File: src/rtl/drp_bridge_if.sv
// Bus bundle for drp_bridge: command/response handshake toward the requester
// plus the DRP port toward the target. slave = bridge view, master = environment view.
interface drp_bridge_if #(
    parameter int ADDR_W = 32
) ();
    logic              cmd_valid;
    logic              cmd_ready;
    logic              cmd_we;
    logic [ADDR_W-1:0] cmd_addr;
    logic [15:0]       cmd_wdata;
    logic              rsp_valid;
    logic              rsp_ready;
    logic [15:0]       rsp_rdata;
    logic              rsp_err;
    logic              drp_en;
    logic              drp_we;
    logic [ADDR_W-1:0] drp_addr;
    logic [15:0]       drp_di;
    logic [15:0]       drp_do;
    logic              drp_rdy;

    modport slave (
        input  cmd_valid, cmd_we, cmd_addr, cmd_wdata, rsp_ready, drp_do, drp_rdy,
        output cmd_ready, rsp_valid, rsp_rdata, rsp_err, drp_en, drp_we, drp_addr, drp_di
    );

    modport master (
        output cmd_valid, cmd_we, cmd_addr, cmd_wdata, rsp_ready, drp_do, drp_rdy,
        input  cmd_ready, rsp_valid, rsp_rdata, rsp_err, drp_en, drp_we, drp_addr, drp_di
    );
endinterface

File: src/rtl/drp_bridge.sv
// Single-outstanding command/response to DRP bridge with a WAIT-state timeout
// and a saturating count of aborted transactions. All outputs are registered.
module drp_bridge #(
    parameter int ADDR_W  = 32,
    parameter int TIMEOUT = 1023
) (
    input  logic             clk,
    input  logic             rst_n,
    drp_bridge_if.slave      bus,
    output logic             busy,
    output logic [7:0]       timeout_cnt
);
    localparam logic [15:0] TIMEOUT_V = 16'(TIMEOUT);

    typedef enum logic [1:0] {IDLE, ISSUE, WAIT, RESP} state_t;

    state_t            state_q, state_d;
    logic              cmd_ready_q, cmd_ready_d;
    logic              rsp_valid_q, rsp_valid_d;
    logic [15:0]       rsp_rdata_q, rsp_rdata_d;
    logic              rsp_err_q, rsp_err_d;
    logic              drp_en_q, drp_en_d;
    logic              drp_we_q, drp_we_d;
    logic [ADDR_W-1:0] drp_addr_q, drp_addr_d;
    logic [15:0]       drp_di_q, drp_di_d;
    logic              busy_q, busy_d;
    logic [7:0]        tmo_q, tmo_d;
    logic [15:0]       wait_cnt_q, wait_cnt_d;
    logic [15:0]       wait_cnt_inc;

    // NOTE: sequential state uses non-blocking assignments so every register
    // samples pre-edge values; no memories here, so everything is reset.
    always_ff @(posedge clk or negedge rst_n) begin
        if (!rst_n) begin
            state_q     <= IDLE;
            cmd_ready_q <= 1'b0;
            rsp_valid_q <= 1'b0;
            rsp_rdata_q <= '0;
            rsp_err_q   <= 1'b0;
            drp_en_q    <= 1'b0;
            drp_we_q    <= 1'b0;
            drp_addr_q  <= '0;
            drp_di_q    <= '0;
            busy_q      <= 1'b0;
            tmo_q       <= '0;
            wait_cnt_q  <= '0;
        end else begin
            state_q     <= state_d;
            cmd_ready_q <= cmd_ready_d;
            rsp_valid_q <= rsp_valid_d;
            rsp_rdata_q <= rsp_rdata_d;
            rsp_err_q   <= rsp_err_d;
            drp_en_q    <= drp_en_d;
            drp_we_q    <= drp_we_d;
            drp_addr_q  <= drp_addr_d;
            drp_di_q    <= drp_di_d;
            busy_q      <= busy_d;
            tmo_q       <= tmo_d;
            wait_cnt_q  <= wait_cnt_d;
        end
    end

    // NOTE: every signal gets a default first so no path can infer a latch.
    always_comb begin
        state_d      = state_q;
        cmd_ready_d  = cmd_ready_q;
        rsp_valid_d  = rsp_valid_q;
        rsp_rdata_d  = rsp_rdata_q;
        rsp_err_d    = rsp_err_q;
        drp_en_d     = 1'b0;
        drp_we_d     = drp_we_q;
        drp_addr_d   = drp_addr_q;
        drp_di_d     = drp_di_q;
        busy_d       = busy_q;
        tmo_d        = tmo_q;
        wait_cnt_d   = wait_cnt_q;
        wait_cnt_inc = wait_cnt_q + 16'd1;

        unique case (state_q)
            IDLE: begin
                // cmd_ready_q is still 0 on the first edge after reset release
                cmd_ready_d = 1'b1;
                if (bus.cmd_valid && cmd_ready_q) begin
                    state_d     = ISSUE;
                    cmd_ready_d = 1'b0;
                    drp_en_d    = 1'b1;
                    drp_we_d    = bus.cmd_we;
                    drp_addr_d  = bus.cmd_addr;
                    drp_di_d    = bus.cmd_wdata;
                    busy_d      = 1'b1;
                end
            end
            ISSUE: begin
                state_d    = WAIT;
                wait_cnt_d = '0;
            end
            WAIT: begin
                // drp_rdy wins over a timeout landing on the same edge
                if (bus.drp_rdy) begin
                    state_d     = RESP;
                    rsp_valid_d = 1'b1;
                    rsp_rdata_d = drp_we_q ? 16'h0000 : bus.drp_do;
                    rsp_err_d   = 1'b0;
                end else if (wait_cnt_inc == TIMEOUT_V) begin
                    state_d     = RESP;
                    rsp_valid_d = 1'b1;
                    rsp_rdata_d = 16'h0000;
                    rsp_err_d   = 1'b1;
                    if (tmo_q != 8'hFF) tmo_d = tmo_q + 8'd1;
                end else begin
                    wait_cnt_d = wait_cnt_inc;
                end
            end
            RESP: begin
                if (bus.rsp_ready) begin
                    state_d     = IDLE;
                    rsp_valid_d = 1'b0;
                    cmd_ready_d = 1'b1;
                    busy_d      = 1'b0;
                    drp_we_d    = 1'b0;
                end
            end
            default: state_d = IDLE;
        endcase
    end

    assign bus.cmd_ready = cmd_ready_q;
    assign bus.rsp_valid = rsp_valid_q;
    assign bus.rsp_rdata = rsp_rdata_q;
    assign bus.rsp_err   = rsp_err_q;
    assign bus.drp_en    = drp_en_q;
    assign bus.drp_we    = drp_we_q;
    assign bus.drp_addr  = drp_addr_q;
    assign bus.drp_di    = drp_di_q;
    assign busy          = busy_q;
    assign timeout_cnt   = tmo_q;
endmodule

File: src/flat_wrapper.sv
// flat-port wrapper written by rule: the top's interface ports become plain ports
module drp_bridge_flat 
#(
    parameter int ADDR_W  = 32,
    parameter int TIMEOUT = 1023
)
  (clk, rst_n, busy, timeout_cnt, bus_cmd_valid, bus_cmd_we, bus_cmd_addr, bus_cmd_wdata, bus_rsp_ready, bus_drp_do, bus_drp_rdy, bus_cmd_ready, bus_rsp_valid, bus_rsp_rdata, bus_rsp_err, bus_drp_en, bus_drp_we, bus_drp_addr, bus_drp_di);
  drp_bridge_if #(.ADDR_W(ADDR_W)) bus_i ();
  input  logic clk;
  input  logic rst_n;
  output logic busy;
  output logic [7:0] timeout_cnt;
  input wire logic [$bits(bus_i.cmd_valid)-1:0] bus_cmd_valid;
  input wire logic [$bits(bus_i.cmd_we)-1:0] bus_cmd_we;
  input wire logic [$bits(bus_i.cmd_addr)-1:0] bus_cmd_addr;
  input wire logic [$bits(bus_i.cmd_wdata)-1:0] bus_cmd_wdata;
  input wire logic [$bits(bus_i.rsp_ready)-1:0] bus_rsp_ready;
  input wire logic [$bits(bus_i.drp_do)-1:0] bus_drp_do;
  input wire logic [$bits(bus_i.drp_rdy)-1:0] bus_drp_rdy;
  output wire logic [$bits(bus_i.cmd_ready)-1:0] bus_cmd_ready;
  output wire logic [$bits(bus_i.rsp_valid)-1:0] bus_rsp_valid;
  output wire logic [$bits(bus_i.rsp_rdata)-1:0] bus_rsp_rdata;
  output wire logic [$bits(bus_i.rsp_err)-1:0] bus_rsp_err;
  output wire logic [$bits(bus_i.drp_en)-1:0] bus_drp_en;
  output wire logic [$bits(bus_i.drp_we)-1:0] bus_drp_we;
  output wire logic [$bits(bus_i.drp_addr)-1:0] bus_drp_addr;
  output wire logic [$bits(bus_i.drp_di)-1:0] bus_drp_di;
  assign bus_i.cmd_valid = bus_cmd_valid;
  assign bus_i.cmd_we = bus_cmd_we;
  assign bus_i.cmd_addr = bus_cmd_addr;
  assign bus_i.cmd_wdata = bus_cmd_wdata;
  assign bus_i.rsp_ready = bus_rsp_ready;
  assign bus_i.drp_do = bus_drp_do;
  assign bus_i.drp_rdy = bus_drp_rdy;
  assign bus_cmd_ready = bus_i.cmd_ready;
  assign bus_rsp_valid = bus_i.rsp_valid;
  assign bus_rsp_rdata = bus_i.rsp_rdata;
  assign bus_rsp_err = bus_i.rsp_err;
  assign bus_drp_en = bus_i.drp_en;
  assign bus_drp_we = bus_i.drp_we;
  assign bus_drp_addr = bus_i.drp_addr;
  assign bus_drp_di = bus_i.drp_di;
  drp_bridge #(.ADDR_W(ADDR_W), .TIMEOUT(TIMEOUT)) u_core (.clk(clk), .rst_n(rst_n), .bus(bus_i), .busy(busy), .timeout_cnt(timeout_cnt));
endmodule
File: config.mk
export PLATFORM = sky130hd
export DESIGN_NAME = drp_bridge_flat
export DESIGN_NICKNAME = d
export VERILOG_FILES = /design/src/rtl/drp_bridge_if.sv /design/src/rtl/drp_bridge.sv /design/src/flat_wrapper.sv
export SDC_FILE = /design/constraint.sdc
export NUM_CORES = 1
export LEC_CHECK = 0
export ABC_AREA = 1
export CAP_MARGIN = 20
export CORE_UTILIZATION = 52
export CTS_BUF_LIST = sky130_fd_sc_hd__clkbuf_4 sky130_fd_sc_hd__clkbuf_8
export DETAILED_ROUTE_END_ITERATION = 8
export MAX_ROUTING_LAYER = met4
export PLACE_DENSITY = 0.95
export SKIP_CTS_REPAIR_TIMING = 1
export SKIP_LAST_GASP = 1
export SYNTH_ARGS = -nofsm -noshare
export SYNTH_HDL_FRONTEND = slang
export SYNTH_SLANG_ARGS = --single-unit
export TNS_END_PERCENT = 50
File: constraint.sdc
create_clock -name clk -period 3.56 [get_ports clk]
set_clock_uncertainty 0.2 [all_clocks]
set_input_delay 0.712 -clock clk [delete_from_list [all_inputs] [get_ports clk]]
set_output_delay 0.712 -clock clk [all_outputs]
set_load 0.01 [all_outputs]
Word-level counts from Yosys, hierarchy flattened
Index checks and enable logic that the tools add are counted.
{"block": "op_classes", "add_sub_neg": 2, "n_eq_ne": 10, "n_mux": 25, "bitwise_logic": 1, "n_reduce_logical": 14}
{"cell": "16-bit two-way mux", "count": 5}
{"cell": "16-bit case mux with 2 select lines", "count": 1}
{"cell": "16-bit by 1-bit adder with 16-bit output, second input constant", "count": 1}
{"cell": "16-bit by 10-bit equality test with 1-bit output, second input constant", "count": 1}
{"cell": "3-bit AND reduction", "count": 4}
{"cell": "1-bit two-way mux", "count": 10}
{"cell": "8-bit by 1-bit adder with 8-bit output, second input constant", "count": 1}
{"cell": "2-bit two-way mux", "count": 4}
{"cell": "8-bit inequality test, second input constant", "count": 1}
{"cell": "1-bit case mux with 2 select lines", "count": 4}
{"cell": "2-bit case mux with 4 select lines", "count": 1}
{"cell": "2-bit nonzero test", "count": 4}
{"cell": "2-bit inequality test, second input constant", "count": 3}
{"cell": "2-bit AND reduction", "count": 3}
{"cell": "2-bit equality test, second input constant", "count": 2}
{"cell": "4-bit AND reduction", "count": 1}
{"cell": "3-bit by 2-bit inequality test with 1-bit output, second input constant", "count": 1}
{"cell": "2-bit by 1-bit equality test with 1-bit output, second input constant", "count": 1}
{"cell": "2-bit zero test", "count": 1}
{"cell": "2-bit by 1-bit inequality test with 1-bit output, second input constant", "count": 1}
{"cell": "1-bit logical AND", "count": 1}
{"cell": "1-bit NOT", "count": 1}
{"block": "word_totals", "register_bits": 96, "input_bits": 70, "output_inout_bits": 78, "elab_cells": 64}

Logic depth before layout (Yosys ltp)
{"block": "logic_depth", "word_depth": 5, "mapped_depth": 15, "depth_no_buf": 14}

Worst setup path after synthesis
OpenSTA, ideal clock, no wires.
{"block": "synth_path", "kind": "reg2reg", "startpoint": "register u_core.wait_cnt_q[1]", "endpoint": "register u_core.rsp_valid_q (netlist: u_core.bus.rsp_valid)", "setup_time_ps": 117, "t_arrival_ps": 1854, "t_required_ps": 3243, "path_slack_ps": 1390, "stages_incl_launch_ff": 16, "path_buffers": 1, "synth_period_minus_slack_ps": 2170, "cell_sequence": "dfrtp_1 > ha_1 > nand2_2 > nor2_4 > nand2_2 > nand2_2 > nand3_2 > nor2_2 > nand2_2 > nor2_4 > nand2_4 > nand2_4 > buf_6 > nand2_1 > nand2_1 > nand2_1"}
{"block": "synth_between", "elab_chain_len": 4}
{"element": "from (decl)", "line_no": "drp_bridge.sv:28", "text": "logic [15:0] wait_cnt_q, wait_cnt_d;"}
{"element": "from (signal assigned)", "line_no": "drp_bridge.sv:59", "text": "wait_cnt_q <= wait_cnt_d;"}
{"element": "16-bit by 1-bit adder with 16-bit output", "line_no": "drp_bridge.sv:77", "text": "wait_cnt_inc = wait_cnt_q + 16'd1;"}
{"element": "16-bit by 10-bit equality test with 1-bit output", "line_no": "drp_bridge.sv:104", "text": "end else if (wait_cnt_inc == TIMEOUT_V) begin"}
{"element": "3-bit by 2-bit inequality test with 1-bit output (no source line)"}
{"element": "3-bit AND reduction (no source line)"}
{"element": "to (signal assigned)", "line_no": "drp_bridge.sv:50", "text": "rsp_valid_q <= rsp_valid_d;"}
{"element": "to (decl)", "line_no": "drp_bridge.sv:19", "text": "logic rsp_valid_q, rsp_valid_d;"}
No other way between the ends.
A chain may end at the register's enable or synchronous reset.

Worst setup path after layout
{"block": "layout_path", "startpoint": "register u_core.wait_cnt_q[0]", "endpoint": "register u_core.state_q[0]"}
{"block": "layout_between", "elab_chain_len": 4}
{"element": "16-bit by 1-bit adder with 16-bit output", "line_no": "drp_bridge.sv:77"}
{"element": "16-bit by 10-bit equality test with 1-bit output", "line_no": "drp_bridge.sv:104"}
{"element": "3-bit by 2-bit inequality test with 1-bit output (no source line)"}
{"element": "3-bit AND reduction (no source line)"}
{"element": "to (signal assigned)", "line_no": "drp_bridge.sv:48", "text": "state_q <= state_d;"}
{"element": "to (decl)", "line_no": "drp_bridge.sv:17", "text": "state_t state_q, state_d;"}
No other way between the ends.

==> results.py <==
metrics = {
    "synth": {
        "synth_simple_gate_area_share_pct": 38.6,
        "synth_enable_flop_cells": 0,
        "largest_family_of_logic_cells_by_synthesized_area": "simple AND/OR/NAND/NOR gates",
        "postSynthCellCount": 601,
        "synthMuxAreaShare_pct": 0,
        "number_of_unique_standard_cell_types_used_by_synthesis": 29,
        "yosysWarningCount": 0,
        "syn_area_per_cell_um2": 7.83,
        "synth.yosys.seq_area_share_pct": 51.1,
        "synthAdderAreaFrac_pct": 1.86,
        "synth_nets": 678,
        "synthXorXnorAreaFrac_pct": 1.12,
        "synth_flop_cell": "sky130_fd_sc_hd__dfrtp_1",
        "synth-seq-cells": 96,
        "async_reset_ff_share_pct": 100,
        "compound_gate_portion_of_the_synthesized_area_pct": 1.84,
        "syn-cell-area_mm2": 0.00470,
    },
    "timing": {
        "finalMaxSlewViolations": 0,
        "rsz_0062_raised_after_global_routing": "false",
        "fin_crit_sh_pct": 74.5,
        "finalHoldViolCount": 0,
        "timing.setup.tns_ns": 0,
        "worst_slew_pin_slew_ns": 0.596,
        "setup_ws_ns": 0.909,
        "relative_slew_slack_pct": 60.2,
        "final_period_minus_worst_setup_slack_ns": 2.65,
        "finalHoldWorstSlack_ns": 0.130,
        "setup-violations-final": 0,
        "clock.fmax_ghz": 0.377,
    },
    "status": {
        "status": "finished clean",
    },
    "worst_setup_path": {
        "cpPeakStageDelay_ns": 0.46,
        "critical_path_cell_by_cell": "ha_1 > nand2_2 > nor2_4 > nand3_1 > nand2_1 > nand2_2 > nor2_2 > nand2_2 > nor2_4 > nand2_4 > nand2_4 > nand2_1 > nand2_1 > nand2_1",
        "timing.critical_path.to_type": "register",
        "timing.critical_path.mode_cell": "sky130_fd_sc_hd__nand2_1",
        "setup.worst_path.class": "register to register",
        "required_ns": 3.62,
        "cp_num_buf_inv": 0,
        "reg2reg_slack_ns": 0.91,
        "crit_fanout": 21,
        "worst_ep_arrival_time_ns": 2.71,
        "cpMaxStageDelayCell": "sky130_fd_sc_hd__dfrtp_1",
        "crit_family": "simple AND/OR/NAND/NOR gates",
        "worst_setup_path_start_kind": "register",
    },
    "final_layout": {
        "synthToLayoutAreaGrowth_pct": 37.3,
        "fillerInstances": 575,
        "most_common_library_cell_in_the_layout_ignoring_fill_and_taps": "sky130_fd_sc_hd__nand2_1",
        "final_cell_mix": "sky130_fd_sc_hd__nand2_1, sky130_fd_sc_hd__clkdlybuf4s50_1, sky130_fd_sc_hd__dfrtp_1, sky130_fd_sc_hd__nand3_1, sky130_fd_sc_hd__inv_1",
        "sequential_cell_area_mm2": 0.00240,
        "drive_above_1_share_pct": 6.55,
        "layout.cell_area.non_filler_mm2": 0.00646,
        "multi_input_area_mm2": 0.00205,
        "final_net_count": 820,
        "num_antenna_cells": 0,
    },
    "power_and_ir_drop": {
        "comb_power_share_pct": 43.7,
        "internal_power_mw": 2.66,
        "worst_ir_drop_on_vdd_mv": 0.525,
        "overall_power_after_layout_mw": 4.30,
        "p_leak_nw": 3.12,
        "power_switching_share_pct": 38.2,
        "share_clk_of_total_power_pct": 16.1,
        "power.density_mw_per_mm2": 666,
        "p_switching_mw": 1.64,
        "sequentialPowerShare_pct": 40.2,
    },
    "hold_path": {
        "hold_class": "input pin to async pin",
    },
    "routing": {
        "wirelength_um": 13200,
        "post_drt_wl_per_cell_um": 15.4,
        "initial_drc_count": 338,
        "detail_route.vias_per_cell": 5.43,
        "drt_pass1_iterations": 6,
        "dr_total_vias": 4651,
        "drc": 0,
        "drt.antenna.violating_nets": 0,
    },
    "clocking": {
        "tritoncts_clock_tree": "yes",
        "htree_levels": 3,
        "clock_path_buffers": 2,
        "root_buffer": "sky130_fd_sc_hd__clkbuf_8",
        "clk_latency_ns": 0.36,
        "cts_sinks": 96,
        "clk_pin_slew_worst_paths_ns": 0.10,
        "tritoncts.num_buffers": 9,
    },
    "die": {
        "die-width_um": 97.1,
        "start_util_pct": 53.9,
        "die_h_um": 97.1,
        "die_outline_area_mm2": 0.00943,
        "top_level_ports": 148,
        "placement_rows": 34,
        "floorplan.core_area_mm2": 0.00872,
    },
    "placement": {
        "dpl-instance-area_mm2": 0.00627,
        "pre_cts_ws_ns": 0.859,
        "port-buffer-count": 147,
        "hpwlAfterDp_um": 9660,
        "finalWeightedCongestion": 1.03,
    },
    "run": {
        "max-cap-violations": 0,
    },
    "global_routing": {
        "number_of_antenna_violations_at_the_first_check_in_global_routing": 0,
        "global_route_wire_length_before_repair_um": 21300,
        "vias_in_the_first_global_route": 4679,
        "grt_overflow": 0,
        "global_routing_usage_summed_across_all_routing_layers_pct": 29.1,
        "grt_max_degree": 54,
    },
}
## flip-flops by register name (all words and copies together), names as in the netlist
| signal | cells |
|---|---|
| u_core.bus.drp_di | 16 |
| u_core.bus.drp_en | 1 |
| u_core.wait_cnt_q | 16 |
| u_core.busy | 1 |
| u_core.bus.rsp_err | 1 |
| u_core.bus.drp_addr | 32 |
| u_core.state_q | 2 |
| u_core.bus.rsp_rdata | 16 |
| u_core.bus.rsp_valid | 1 |
| u_core.timeout_cnt | 8 |
| u_core.bus.drp_we | 1 |
| u_core.bus.cmd_ready | 1 |
## routing by layer
| metal | vias to the layer above | track usage (%) | share of wire [%] |
|---|---|---|---|
| li1 | 2178 | - | - |
| met1 | 2200 | 33.9 | 38 |
| met2 | 237 | 48.6 | 51 |
| met3 | 36 | 7.27 | 8.8 |
| met4 | 0 | 10.8 | 2.4 |
| met5 | - | - | 0 |
## cells by family after synthesis
group,after synthesis
DFF,96
xor gates and xnor gates,6
adders and majority gates,7
and+or+nand+nor,412
buffers and inverters,65
AOI/OAI and AO/OA,15
## power by group through the flow
stage | clock [mW] | sequential (mW) | combinational, mW
6_report | 0.693 | 1.73 | 1.88
5_1_grt | 0.738 | 1.77 | 2.05
4_1_cts | 0.694 | 1.72 | 1.89
3_5_place_dp | 0 | 1.73 | 1.87
3_3_place_gp | 0 | 1.70 | 1.78
2_1_floorplan | 0 | 1.86 | 0.679
## Yosys cell counts, types with 3 or more instances
master / count / share of area, %
sky130_fd_sc_hd__nand3_1: 83 / 8.8
sky130_fd_sc_hd__inv_1: 42 / 3.4
sky130_fd_sc_hd__a21oi_1: 5 / 0.53
sky130_fd_sc_hd__nand4_1: 12 / 1.6
sky130_fd_sc_hd__o21ai_0: 4 / 0.43
sky130_fd_sc_hd__nand2_2: 8 / 1.1
sky130_fd_sc_hd__nor3_1: 3 / 0.32
sky130_fd_sc_hd__dfrtp_1: 96 / 51
sky130_fd_sc_hd__xor2_1: 6 / 1.1
sky130_fd_sc_hd__nor2_2: 5 / 0.66
sky130_fd_sc_hd__nor2_1: 30 / 2.4
sky130_fd_sc_hd__ha_1: 7 / 1.9
sky130_fd_sc_hd__nor2_4: 5 / 1.2
sky130_fd_sc_hd__nand2_1: 257 / 21
sky130_fd_sc_hd__nand3_2: 4 / 0.85
sky130_fd_sc_hd__clkbuf_1: 15 / 1.2
## path summary, 6_finish.rpt
path / startpoint / to / depth (start not counted)
hold reg to reg: u_core.bus.drp_addr[12] / u_core.bus.drp_addr[12] / 2
setup reg to reg: u_core.wait_cnt_q[0] / u_core.state_q[0] / 14
hold / removal: rst_n / u_core.wait_cnt_q[13] / 1
max in group asynchronous: rst_n / u_core.state_q[0] / 2
setup / recovery: u_core.wait_cnt_q[0] / u_core.state_q[0] / 14
min in group clk: u_core.bus.drp_addr[12] / u_core.bus.drp_addr[12] / 2
## area by class of cell
type                       count  area share, %
tap                          108           2.09
inverter                      45           2.62
timing repair buffer         151           23.4
multi-input combinational    440           31.7
sequential                    96           37.2
clock inverter                 6          0.852
clock buffer                  10           2.13
## through the flow
step                instances  util, %
finish                    856     74.1
global route              856     74.1
CTS                       856     74.1
detailed placement        840     71.9
global placement          840     71.9
floorplan                 601        -
## worst reg2reg max path, cell delays in order, from the launching register on
cell	delay (ns)
sky130_fd_sc_hd__dfrtp_1	0.46
sky130_fd_sc_hd__ha_1	0.29
sky130_fd_sc_hd__nand2_2	0.11
sky130_fd_sc_hd__nor2_4	0.18
sky130_fd_sc_hd__nand3_1	0.11
sky130_fd_sc_hd__nand2_1	0.09
sky130_fd_sc_hd__nand2_2	0.08
sky130_fd_sc_hd__nor2_2	0.10
sky130_fd_sc_hd__nand2_2	0.07
sky130_fd_sc_hd__nor2_4	0.20
sky130_fd_sc_hd__nand2_4	0.17
sky130_fd_sc_hd__nand2_4	0.25
sky130_fd_sc_hd__nand2_1	0.11
sky130_fd_sc_hd__nand2_1	0.09
sky130_fd_sc_hd__nand2_1	0.05
Power figures use the tool's default switching activity.
